[src/rtl/regs_pkg.sv]
// Shared definitions for the operand register writeback path: data width,
// destination encodings, flag bit positions and the buffered beat format.
package regs_pkg;

  localparam int WIDTH = 8;

  localparam logic [1:0] DEST_NONE = 2'b00;
  localparam logic [1:0] DEST_A    = 2'b01;
  localparam logic [1:0] DEST_B    = 2'b10;
  localparam logic [1:0] DEST_AB   = 2'b11;

  localparam int FLAG_Z = 3;
  localparam int FLAG_N = 2;
  localparam int FLAG_C = 1;
  localparam int FLAG_V = 0;

  // One writeback beat exactly as it arrives from the ALU
  typedef struct packed {
    logic [WIDTH-1:0] data;
    logic [1:0]       dest;
    logic [3:0]       flags;
    logic             flags_en;
  } wb_entry_t;

  function automatic logic dest_writes_a(input logic [1:0] dest);
    return (dest == DEST_A) || (dest == DEST_AB);
  endfunction

  function automatic logic dest_writes_b(input logic [1:0] dest);
    return (dest == DEST_B) || (dest == DEST_AB);
  endfunction

endpackage

[src/rtl/wb_hold_buffer.sv]
// Single-entry holding buffer for a writeback beat that arrives while commit
// is stalled. A full buffer is never overwritten; consume wins over load.
module wb_hold_buffer
  import regs_pkg::*;
(
  input  logic      clk,
  input  logic      rst_n,
  input  logic      load,
  input  logic      consume,
  input  wb_entry_t din,
  output wb_entry_t dout,
  output logic      full
);

  // Capture a beat into an empty slot, release it when the top commits it
  always_ff @(posedge clk or negedge rst_n) begin
    if (!rst_n) begin
      full <= 1'b0;
      dout <= '0;
    end else if (consume) begin
      full <= 1'b0;
    end else if (load && !full) begin
      full <= 1'b1;
      dout <= din;
    end
  end

endmodule

[src/rtl/regs_ab_writeback.sv]
// Write side of the A/B operand registers and flag register. Beats arrive
// over valid/ready, commit immediately when commit_en is high, otherwise park
// in a one-entry holding buffer. clr_a overrides any A write on its edge.
module regs_ab_writeback #(
  parameter int WIDTH = 8,
  parameter int CNT_W = 8
) (
  input  logic             clk,
  input  logic             rst_n,
  input  logic             wb_valid,
  output logic             wb_ready,
  input  logic [WIDTH-1:0] wb_data,
  input  logic [1:0]       wb_dest,
  input  logic [3:0]       wb_flags,
  input  logic             wb_flags_en,
  input  logic             commit_en,
  input  logic             clr_a,
  output logic [WIDTH-1:0] a_out,
  output logic [WIDTH-1:0] b_out,
  output logic [3:0]       flags_out,
  output logic             a_zero,
  output logic             hold_full,
  output logic [CNT_W-1:0] commit_count
);

  import regs_pkg::*;

  wb_entry_t in_entry;
  wb_entry_t held_entry;
  wb_entry_t commit_entry;
  logic      accept;
  logic      consume_hold;
  logic      load_hold;
  logic      do_commit;

  // Ready depends only on reset and the registered buffer state
  assign wb_ready = rst_n & ~hold_full;
  assign accept   = wb_valid & wb_ready;

  assign in_entry = '{data: wb_data, dest: wb_dest, flags: wb_flags, flags_en: wb_flags_en};

  // A held beat always commits first; ready is low then, so no new beat competes
  assign consume_hold = hold_full & commit_en;
  assign load_hold    = accept & ~commit_en;
  assign do_commit    = consume_hold | (accept & commit_en);
  assign commit_entry = hold_full ? held_entry : in_entry;

  assign a_zero = (a_out == '0);

  wb_hold_buffer u_hold (
    .clk     (clk),
    .rst_n   (rst_n),
    .load    (load_hold),
    .consume (consume_hold),
    .din     (in_entry),
    .dout    (held_entry),
    .full    (hold_full)
  );

  // Register A: clr_a beats any commit to A on the same edge
  always_ff @(posedge clk or negedge rst_n) begin
    if (!rst_n) begin
      a_out <= '0;
    end else if (clr_a) begin
      a_out <= '0;
    end else if (do_commit && dest_writes_a(commit_entry.dest)) begin
      a_out <= commit_entry.data;
    end
  end

  // Register B: written by commits whose destination includes B
  always_ff @(posedge clk or negedge rst_n) begin
    if (!rst_n) begin
      b_out <= '0;
    end else if (do_commit && dest_writes_b(commit_entry.dest)) begin
      b_out <= commit_entry.data;
    end
  end

  // Flag register: updated by any commit carrying flags_en, regardless of dest
  always_ff @(posedge clk or negedge rst_n) begin
    if (!rst_n) begin
      flags_out <= '0;
    end else if (do_commit && commit_entry.flags_en) begin
      flags_out <= commit_entry.flags;
    end
  end

  // Commit counter: one per committed beat, including no-op beats; wraps
  always_ff @(posedge clk or negedge rst_n) begin
    if (!rst_n) begin
      commit_count <= '0;
    end else if (do_commit) begin
      commit_count <= commit_count + 1'b1;
    end
  end

endmodule

[config.mk]
export PLATFORM = sky130hd
export DESIGN_NAME = regs_ab_writeback
export DESIGN_NICKNAME = d
export VERILOG_FILES = /design/src/rtl/regs_pkg.sv /design/src/rtl/wb_hold_buffer.sv /design/src/rtl/regs_ab_writeback.sv
export SDC_FILE = /design/constraint.sdc
export NUM_CORES = 1
export LEC_CHECK = 0
export ABC_CLOCK_PERIOD_IN_PS = 1800
export CAP_MARGIN = 20
export CORE_UTILIZATION = 45
export DETAILED_ROUTE_END_ITERATION = 8
export HOLD_SLACK_MARGIN = 0.15
export MAX_ROUTING_LAYER = met4
export PLACE_DENSITY = 0.85
export SLEW_MARGIN = 20
export SYNTH_ARGS = -nofsm -noshare
export SYNTH_HDL_FRONTEND = slang
export SYNTH_SLANG_ARGS = --single-unit
[constraint.sdc]
create_clock -name clk -period 1.8 [get_ports clk]
set_clock_uncertainty 0.15 [all_clocks]
set_input_delay 0.18 -clock clk [delete_from_list [all_inputs] [get_ports clk]]
set_output_delay 0.18 -clock clk [all_outputs]
set_load 0.01 [all_outputs]
### After elaboration in Yosys (flattened, before gate mapping)

Cells that the tools add are included.
Widths: inputs -> output; s select.

| word-level totals | value |
|---|---|
| word-level logic and storage cells | 38 |
| register bits after elaboration | 44 |

| operators by class | value |
|---|---|
| mux-type cells | 5 |
| add/subtract/negate cells | 1 |
| reductions and logical operators | 11 |
| bitwise operators | 9 |
| equal/unequal tests | 3 |

Operators with widths:

| kind | count |
|---|---|
| $mux 8 | 2 |
| $mux 15 | 1 |
| $add 8x1->8 const B | 1 |
| $logic_not 8->1 | 1 |
| $and 1x1->1 | 5 |
| $eq 2x2->1 const B | 2 |
| $logic_and 1x1->1 | 4 |
| $reduce_bool 2->1 | 2 |
| $not 1->1 | 3 |
| $eq 2x1->1 const B | 1 |
| $logic_or 1x1->1 | 2 |
| $mux 1 | 2 |
| $reduce_and 2->1 | 1 |
| $logic_not 1->1 | 1 |
| $or 1x1->1 | 1 |

### Logic depth before layout (Yosys ltp)

Gate-level depths: netlist (run 1).

| logic depth | value |
|---|---|
| depth in word-level cells | 8 |
| depth in mapped cells | 4 |
| gate-level depth less buffers | 4 |

### Modules after synthesis

A second synthesis (run 1) with hierarchy kept.

| second synthesis, totals | value |
|---|---|
| cell total of the unflattened synthesis | 152 |
| area total of the unflattened synthesis | 2,042.0 um^2 |

Modules (own cells, without submodules):

| module | times used | sequential area each (um^2) | area each (um^2) | cells each |
|---|---|---|---|---|
| regs_ab_writeback | 1 | 700.7 | 1,431.4 | 117 |
| wb_hold_buffer | 1 | 400.4 | 610.6 | 35 |

### Least setup slack after synthesis (run 1)

No wires, ideal clock.

| timing path | value |
|---|---|
| path type | register to register |
| start | reg u_hold.full |
| end | reg b_out[0] |
| period minus slack after synthesis | 1,700 ps |
| stages on the path, launching flop included | 5 |
| data arrival time | 1,425 ps |
| path slack | 100 ps |
| path through | dfrtp_1 > buf_6 > nand4b_1 > a21oi_4 > mux2_2 |

| on the way | value |
|---|---|
| longest elaborated chain between the ends | 6 |

RTL lines:

| what | line | RTL |
|---|---|---|
| from (decl) | wb_hold_buffer.sv:12 | `output logic full` |
| from (signal assigned) | wb_hold_buffer.sv:18 | `full <= 1'b0;` |
| from (signal assigned) | wb_hold_buffer.sv:21 | `full <= 1'b0;` |
| from (signal assigned) | wb_hold_buffer.sv:23 | `full <= 1'b1;` |
| $not 1->1 | regs_ab_writeback.sv:37 | `assign wb_ready = rst_n & ~hold_full;` |
| $and 1x1->1 | regs_ab_writeback.sv:37 |  |
| $and 1x1->1 | regs_ab_writeback.sv:38 | `assign accept = wb_valid & wb_ready;` |
| $and 1x1->1 | regs_ab_writeback.sv:45 | `assign do_commit = consume_hold \| (accept & commit_en);` |
| $or 1x1->1 | regs_ab_writeback.sv:45 |  |
| $logic_and 1x1->1 | regs_ab_writeback.sv:75 | `end else if (do_commit && dest_writes_b(commit_entry.dest)) begin` |
| to (signal assigned) | regs_ab_writeback.sv:76 | `b_out <= commit_entry.data;` |
| to (decl) | regs_ab_writeback.sv:19 | `output logic [WIDTH-1:0] b_out,` |

Several ways; a longest one is shown, not always the timed one.
A chain may end at the register's enable or synchronous reset.

### Worst setup path after layout (run 1)

| timing path | value |
|---|---|
| start | in rst_n |
| end | reg b_out[1] |

| on the way | value |
|---|---|
| longest elaborated chain between the ends | 5 |

RTL lines:

| what | line | RTL |
|---|---|---|
| from (decl) | regs_ab_writeback.sv:9 | `input logic rst_n,` |
| $and 1x1->1 | regs_ab_writeback.sv:37 |  |
| $and 1x1->1 | regs_ab_writeback.sv:38 |  |
| $and 1x1->1 | regs_ab_writeback.sv:45 |  |
| $or 1x1->1 | regs_ab_writeback.sv:45 |  |
| $logic_and 1x1->1 | regs_ab_writeback.sv:75 |  |

No other way between the ends.

==> results of run 1 <==
[power breakdown]
group	switching (mW)	internal, mW
sequential	0.178	1.24
clock	0.347	0.275
combinational	0.358	0.615
[path summary, 6_finish.rpt]
check,endpoint,depth (start not counted),start,slack (ns)
worst max-delay path,b_out[1],5,rst_n,0.07
worst min-delay path,flags_out[1],3,rst_n,0.31
worst max register to register,b_out[1],4,u_hold.full,0.07
worst min register to register,commit_count[7],1,commit_count[7],0.32
max in group asynchronous,b_out[0],4,rst_n,0.93
min in group clk,commit_count[7],1,commit_count[7],0.32
[cells in the mapped netlist (all sizes together)]
library cell	number	share of area [%]
nor2	3	0.55
a211oi	16	5.9
xor2	5	2.2
nor3	3	1.3
inv	9	1.7
xnor2	2	0.86
a21oi	3	1.7
a21o	1	0.37
nand3b	1	0.37
buf	5	1.9
nand3	2	0.49
nor2b	1	0.31
nand2	6	1.2
dfrtp	44	54
ha	1	0.62
mux2	40	22
nor4	1	0.62
nand4	3	0.92
nand2b	1	0.31
nand4b	3	2.0
nor4b	1	0.43
[tightest hold or removal path, delay by kind of cell]
kind / cells / cell delay (ns)
buf+inv: 3 / 0.91
[per-layer routing]
metal / vias up / share of wire, % / track usage, %
met5: - / 0 / -
met4: 0 / 0.85 / 4.08
met3: 5 / 4.3 / 4.22
met2: 41 / 51 / 30.7
met1: 724 / 44 / 24.4
li1: 691 / - / -
[state kept, by name (all words and copies together) (netlist names)]
signal	count
b_out	8
flags_out	4
commit_count	8
u_hold.dout	15
a_out	8
u_hold.full	1
[cell families after synthesis]
| logic type | count (synthesis) |
|---|---|
| AO/OA/AOI/OAI | 20 |
| XOR/XNOR | 7 |
| adder cells (fa/ha/maj) | 1 |
| buffers and inverters | 14 |
| flip-flops | 44 |
| multiplexers | 40 |
| AND/OR/NAND/NOR | 25 |
[stage by stage]
step	instances	power, mW	util (%)
detailed placement	267	2.42	62.2
global placement	267	2.39	62.2
finish	278	3.01	65.0
CTS	278	3.04	64.9
floorplan	151	1.85	-
global route	278	3.18	65.0
[timing repair]
item                       in CTS  in global routing
buffers inserted                2                  0
resized for setup               2                  2
hold buffers                    1                  0
pin swaps                       0                  1
gates cloned                    0                  0
hold endpoints to repair       44                  0
setup endpoints to repair       3                  2
[layout make-up]
| class | instances | area share (%) |
|---|---|---|
| tap | 52 | 2.30 |
| clock buffer | 5 | 2.43 |
| inverter | 9 | 1.19 |
| sequential | 44 | 38.9 |
| clock inverter | 3 | 0.840 |
| multi-input combinational | 93 | 30.4 |
| timing repair buffer | 72 | 24.0 |
==> impl_results.md, run 1 <==
- Grt ovf: 0
- PD cells: roughly 1100 nW/um2
- CTS tree: done
- Nets: roughly 250
- Routed vias/inst: around 5.3
- Max-slew violations: 0
- Post-layout min period: between 1.5 and 2 ns
- Number of remaining DRC errors: 0
- DR iter-0 viols: between 80 and 90
- Final Setup Violations: 0
- Clock Path Buffers: 2
- Status: complete, no violations
- Synth unique cells: 30
- FILL cells: roughly 340
- Final hold vios: 0
- Worst skew pair latency: a little under 0.3 ns
- Post-synthesis sequential area ratio: 54.2%
- Final Worst Setup Slack: between 0.06 and 0.07 ns
- Mux cell area share after synthesis: 22.2%
- Gr usage total: 18.9%
- Worst hold slack: 0.307 ns
- Critical path arrival: ~1.8 ns
- WL/cell: roughly 14 um
- Setup_tns: 0 ns
- Main combinational cell family by area after synthesis: multiplexers
- Die area: 4790 um2
- Tcrit/Tclk final: a little over nine tenths
- Largest delay contributor family on the critical path: buffers and inverters
- Yosys reg bits: 44
- Multi-input logic area: ~860 um2
- Commonest non-fill, non-tap cell in the layout: clkdlybuf4s50_1
- Critical path capture point type: flop
- Syn_nets: 172
- Starting density of the core: around 47%
- Clk slew on worst S/H paths: around 0.080 ns
- Vias in the first global route: 1542
- Worst-path fanout max: 9
- First-pass GRT wire length: 7.08 mm
- Max VDD drop: between 0.6 and 0.7 mV
- Post-Synth Adder-Cell Area: less than 1%
- Initial antenna violation count: 0
- Post-DP Area: roughly 2700 um2
- Storage element area: ~1100 um2
- Ratio of cells with drive above 1 in the final layout: around a third
- Final antenna diode count: 0
- Routed vias: ~1500
- Largest net degree at the start of global routing: 16
- Critical path buffers and inverters: 2
- Clk sinks: 44
- FP Rows: 24
- Pleak: 1.19 nW
- Synth Area in Compound Gates: between 7 and 8%
- Gpl congestion: between 0.7 and 0.8
- Core area: approximately 4400 um2
- Cell area after layout: between 2000 and 3000 um2
- Slew @ Worst Pin: around 0.36 ns
- Hold crit path type: in -> async
- Final Routed Wirelength: 4.02 mm
- IO Port Bufs: 50
- Area share of xor/xnor cells in the synthesized design: just over 3%
- RSZ-0062 raised after global routing: false
- Synth Cell Area: a little over 2000 um2
- Largest stage delay on the critical path: 0.53 ns
- P&R area growth vs syn: 39.2%
- Worst path required time: about 1.8 ns
- Max Fclk: 577 MHz
- CP Launch Type: input port
- Die X: roughly 69 um
- DR pass1 iterations: 4
- Root Driver: clkbuf_8
- Inserted Clock Buffers: 5
- Cell chain of the critical path: dlygate4sd3_1 -> clkbuf_4 -> nand4b_1 -> a21oi_4 -> mux2_2
- Slew headroom: 75.7%
- Place WS: -0.105 ns
- Post-Synth Simple-Gate Area: approximately 8.6%
- Mean Syn Cell Area: about 13 um2
- ANT nets after route: 0
- Die Y-Extent: between 60 and 70 um
- CP max-delay cell: dlygate4sd3_1
- Mapped Cells: between 150 and 200
- Most frequent cells in the layout: clkdlybuf4s50_1 (46), dfrtp_1 (44), mux2_2 (39), buf_4 (20), a211oi_1 (16)
- Max-cap violation count: 0
- Worst Setup Path Type: in -> reg
- YS warnings: 0
- I/O pins: between 50 and 60
- Hpwl dp: roughly 3.2 mm
- H-Tree Depth: 2
Power figures use the tool's default switching activity.
==> run 2, diff against run 1 <==
Settings changed: ABC_CLOCK_PERIOD_IN_PS 1800 to 1930, CORE_MARGIN from default to 2.
Clock period 1.8 ns to 1.93 ns, I/O delays scaled along.
==> run 2 against run 1 <==
Net effect:
- first-iteration DRC count decreased by 6.0%
- clock-buffer cell count increased by 3
- cell area decreased by 2.0%
- combinational power decreased by 6.6%
- wire length increased by 5.1%
- register-to-register slack improved by 0.03 ns
- final cell count decreased by 2.9%
- power decreased by 6.3%
- via count decreased by 3.3%
- non-clock buffer count decreased by 8
- die area increased by 5.9%
- sequential power decreased by 7%
==> impl_results.md, run 2 (synthesized netlist as in run 1, its figures left out) <==
- CP max-delay cell: dfrtp_2
- Max VDD drop: between 0.6 and 0.7 mV
- IO Port Bufs: 50
- Inserted Clock Buffers: 5
- Gr usage total: a little under a fifth
- Die X: between 70 and 80 um
- Worst path required time: 1.96 ns
- Vias in the first global route: approximately 1500
- Switching Fraction: 28.6%
- I/O pins: slightly above 50
- Largest delay contributor family on the critical path: compound AO/OA/AOI/OAI gates
- Top reg by flops: u_hold.dout
- Critical path capture point type: flop
- Initial antenna violation count: 0
- DR pass1 iterations: 4
- Routed vias: ~1400
- Die area: 5070 um2
- Hpwl dp: about 3.2 mm
- Starting density of the core: between 40% and 50%
- Clock power share: a little over a fifth
- Comb pwr share: about a third
- Max-cap violation count: 0
- RSZ-0062 raised after global routing: false
- Slew @ Worst Pin: around 0.35 ns
- Root Driver: clkbuf_8
- WL/cell: around 16 um
- Clk slew on worst S/H paths: roughly 0.080 ns
- Largest stage delay on the critical path: 0.44 ns
- FILL cells: ~360
- Post-layout min period: roughly 1.8 ns
- Die Y-Extent: a little over 70 um
- Place WS: -0.0784 ns
- Max Fclk: between 500 and 600 MHz
- Ratio of cells with drive above 1 in the final layout: a little under a third
- Gpl congestion: 0.776
- Worst skew pair latency: 0.29 ns
- Most frequent cells in the layout: clkdlybuf4s50_1 (47), dfrtp_1 (43), mux2_2 (39), a211oi_1 (16), buf_4 (11)
- Critical path buffers and inverters: 2
- Number of remaining DRC errors: 0
- Nets: about 240
- ANT nets after route: 0
- Final hold vios: 0
- Core area: between 4000 and 5000 um2
- First-pass GRT wire length: around 7.2 mm
- Clk sinks: 44
- P_sw: just over 800 uW
- Inst Count DP: 259
- Final Worst Setup Slack: ~0.093 ns
- Grt ovf: 0
- Hold crit path type: in -> async
- Max reg flops: 15
- DR iter-0 viols: 78
- Most used cell, CP: buf_4
- Tcrit/Tclk final: approximately 95%
- Int Pwr: between 2 and 2.5 mW
- Clock Path Buffers: 2
- Max-slew violations: 0
- Worst Setup Path Type: reg -> reg
- Final antenna diode count: 0
- Critical path arrival: 1.87 ns
- PD cells: about 1000 nW/um2
- CTS tree: done
- Status: complete, no violations
- Slew headroom: between 70% and 80%
- Largest net degree at the start of global routing: 25
- Worst-path fanout max: 9
- Cell chain of the critical path: buf_4 -> buf_4 -> nand4b_4 -> a21o_1 -> a211oi_1
- Non-filler cells in the finished layout: 270
- P&R area growth vs syn: 36.4%
- Sequential share of power: a little under half
- CP Launch Type: flop
- Final Setup Violations: 0
- Commonest non-fill, non-tap cell in the layout: clkdlybuf4s50_1
- FP Rows: 24
- H-Tree Depth: 2
- Final Routed Wirelength: around 4.2 mm
- Routed vias/inst: about 5.2
- Pleak: around 1.2 nW
run 2: worst paths after layout:
check / start / endpoint / slack (ns) / depth (start not counted)
min in group clk: commit_count[7] / commit_count[7] / 0.33 / 1
max in group asynchronous: rst_n / u_hold.dout[7] / 0.76 / 3
setup / recovery: u_hold.full / a_out[7] / 0.09 / 5
setup reg to reg: u_hold.full / a_out[7] / 0.09 / 5
hold / removal: rst_n / u_hold.dout[1] / 0.27 / 2
hold reg to reg: commit_count[7] / commit_count[7] / 0.33 / 1
run 2: power groups by stage:
stage / combinational, mW / clock [mW] / sequential (mW)
after detailed placement: 0.914 / 0 / 1.34
after CTS: 0.924 / 0.610 / 1.33
after global routing: 0.978 / 0.651 / 1.36
after global placement: 0.889 / 0 / 1.33
final: 0.909 / 0.589 / 1.32
after floorplan: 0.344 / 0 / 1.39
run 2: cell type report:
cell class / instances / area (um2) / area share (%)
clock buffer: 8 / 90.1 / 3.25
inverter: 9 / 33.8 / 1.22
multi-input combinational: 93 / 860 / 31.0
sequential: 44 / 1100 / 39.7
tap: 52 / 65.1 / 2.35
timing repair buffer: 64 / 623 / 22.5
run 2: metrics by stage:
step	TNS [ns]	total power, mW	instance area (um2)	hold slack [ns]	utilization (%)
global route	0	2.99	2770	0.283	63.7
global placement	0	2.22	2650	-0.0714	60.9
finish	0	2.82	2770	0.269	63.7
floorplan	0	1.73	2030	-0.253	-
CTS	0	2.86	2770	0.264	63.6
detailed placement	-0.0784	2.25	2650	-0.0729	60.9
run 2: layer usage:
layer | vias to the layer above | GRT usage, % | wire length, um
li1 | 678 | - | -
met1 | 689 | 24.9 | 1860
met2 | 41 | 29.0 | 2060
met3 | 5 | 5.20 | 229
met4 | 0 | 6.92 | 65
met5 | - | - | 0
run 2: timing repair:
| item | in CTS | in global routing |
|---|---|---|
| hold buffers | 2 | 0 |
| buffers inserted | 1 | 0 |
| hold endpoints to repair | 44 | 0 |
| setup endpoints to repair | 1 | 3 |
| gates resized for setup | 0 | 3 |
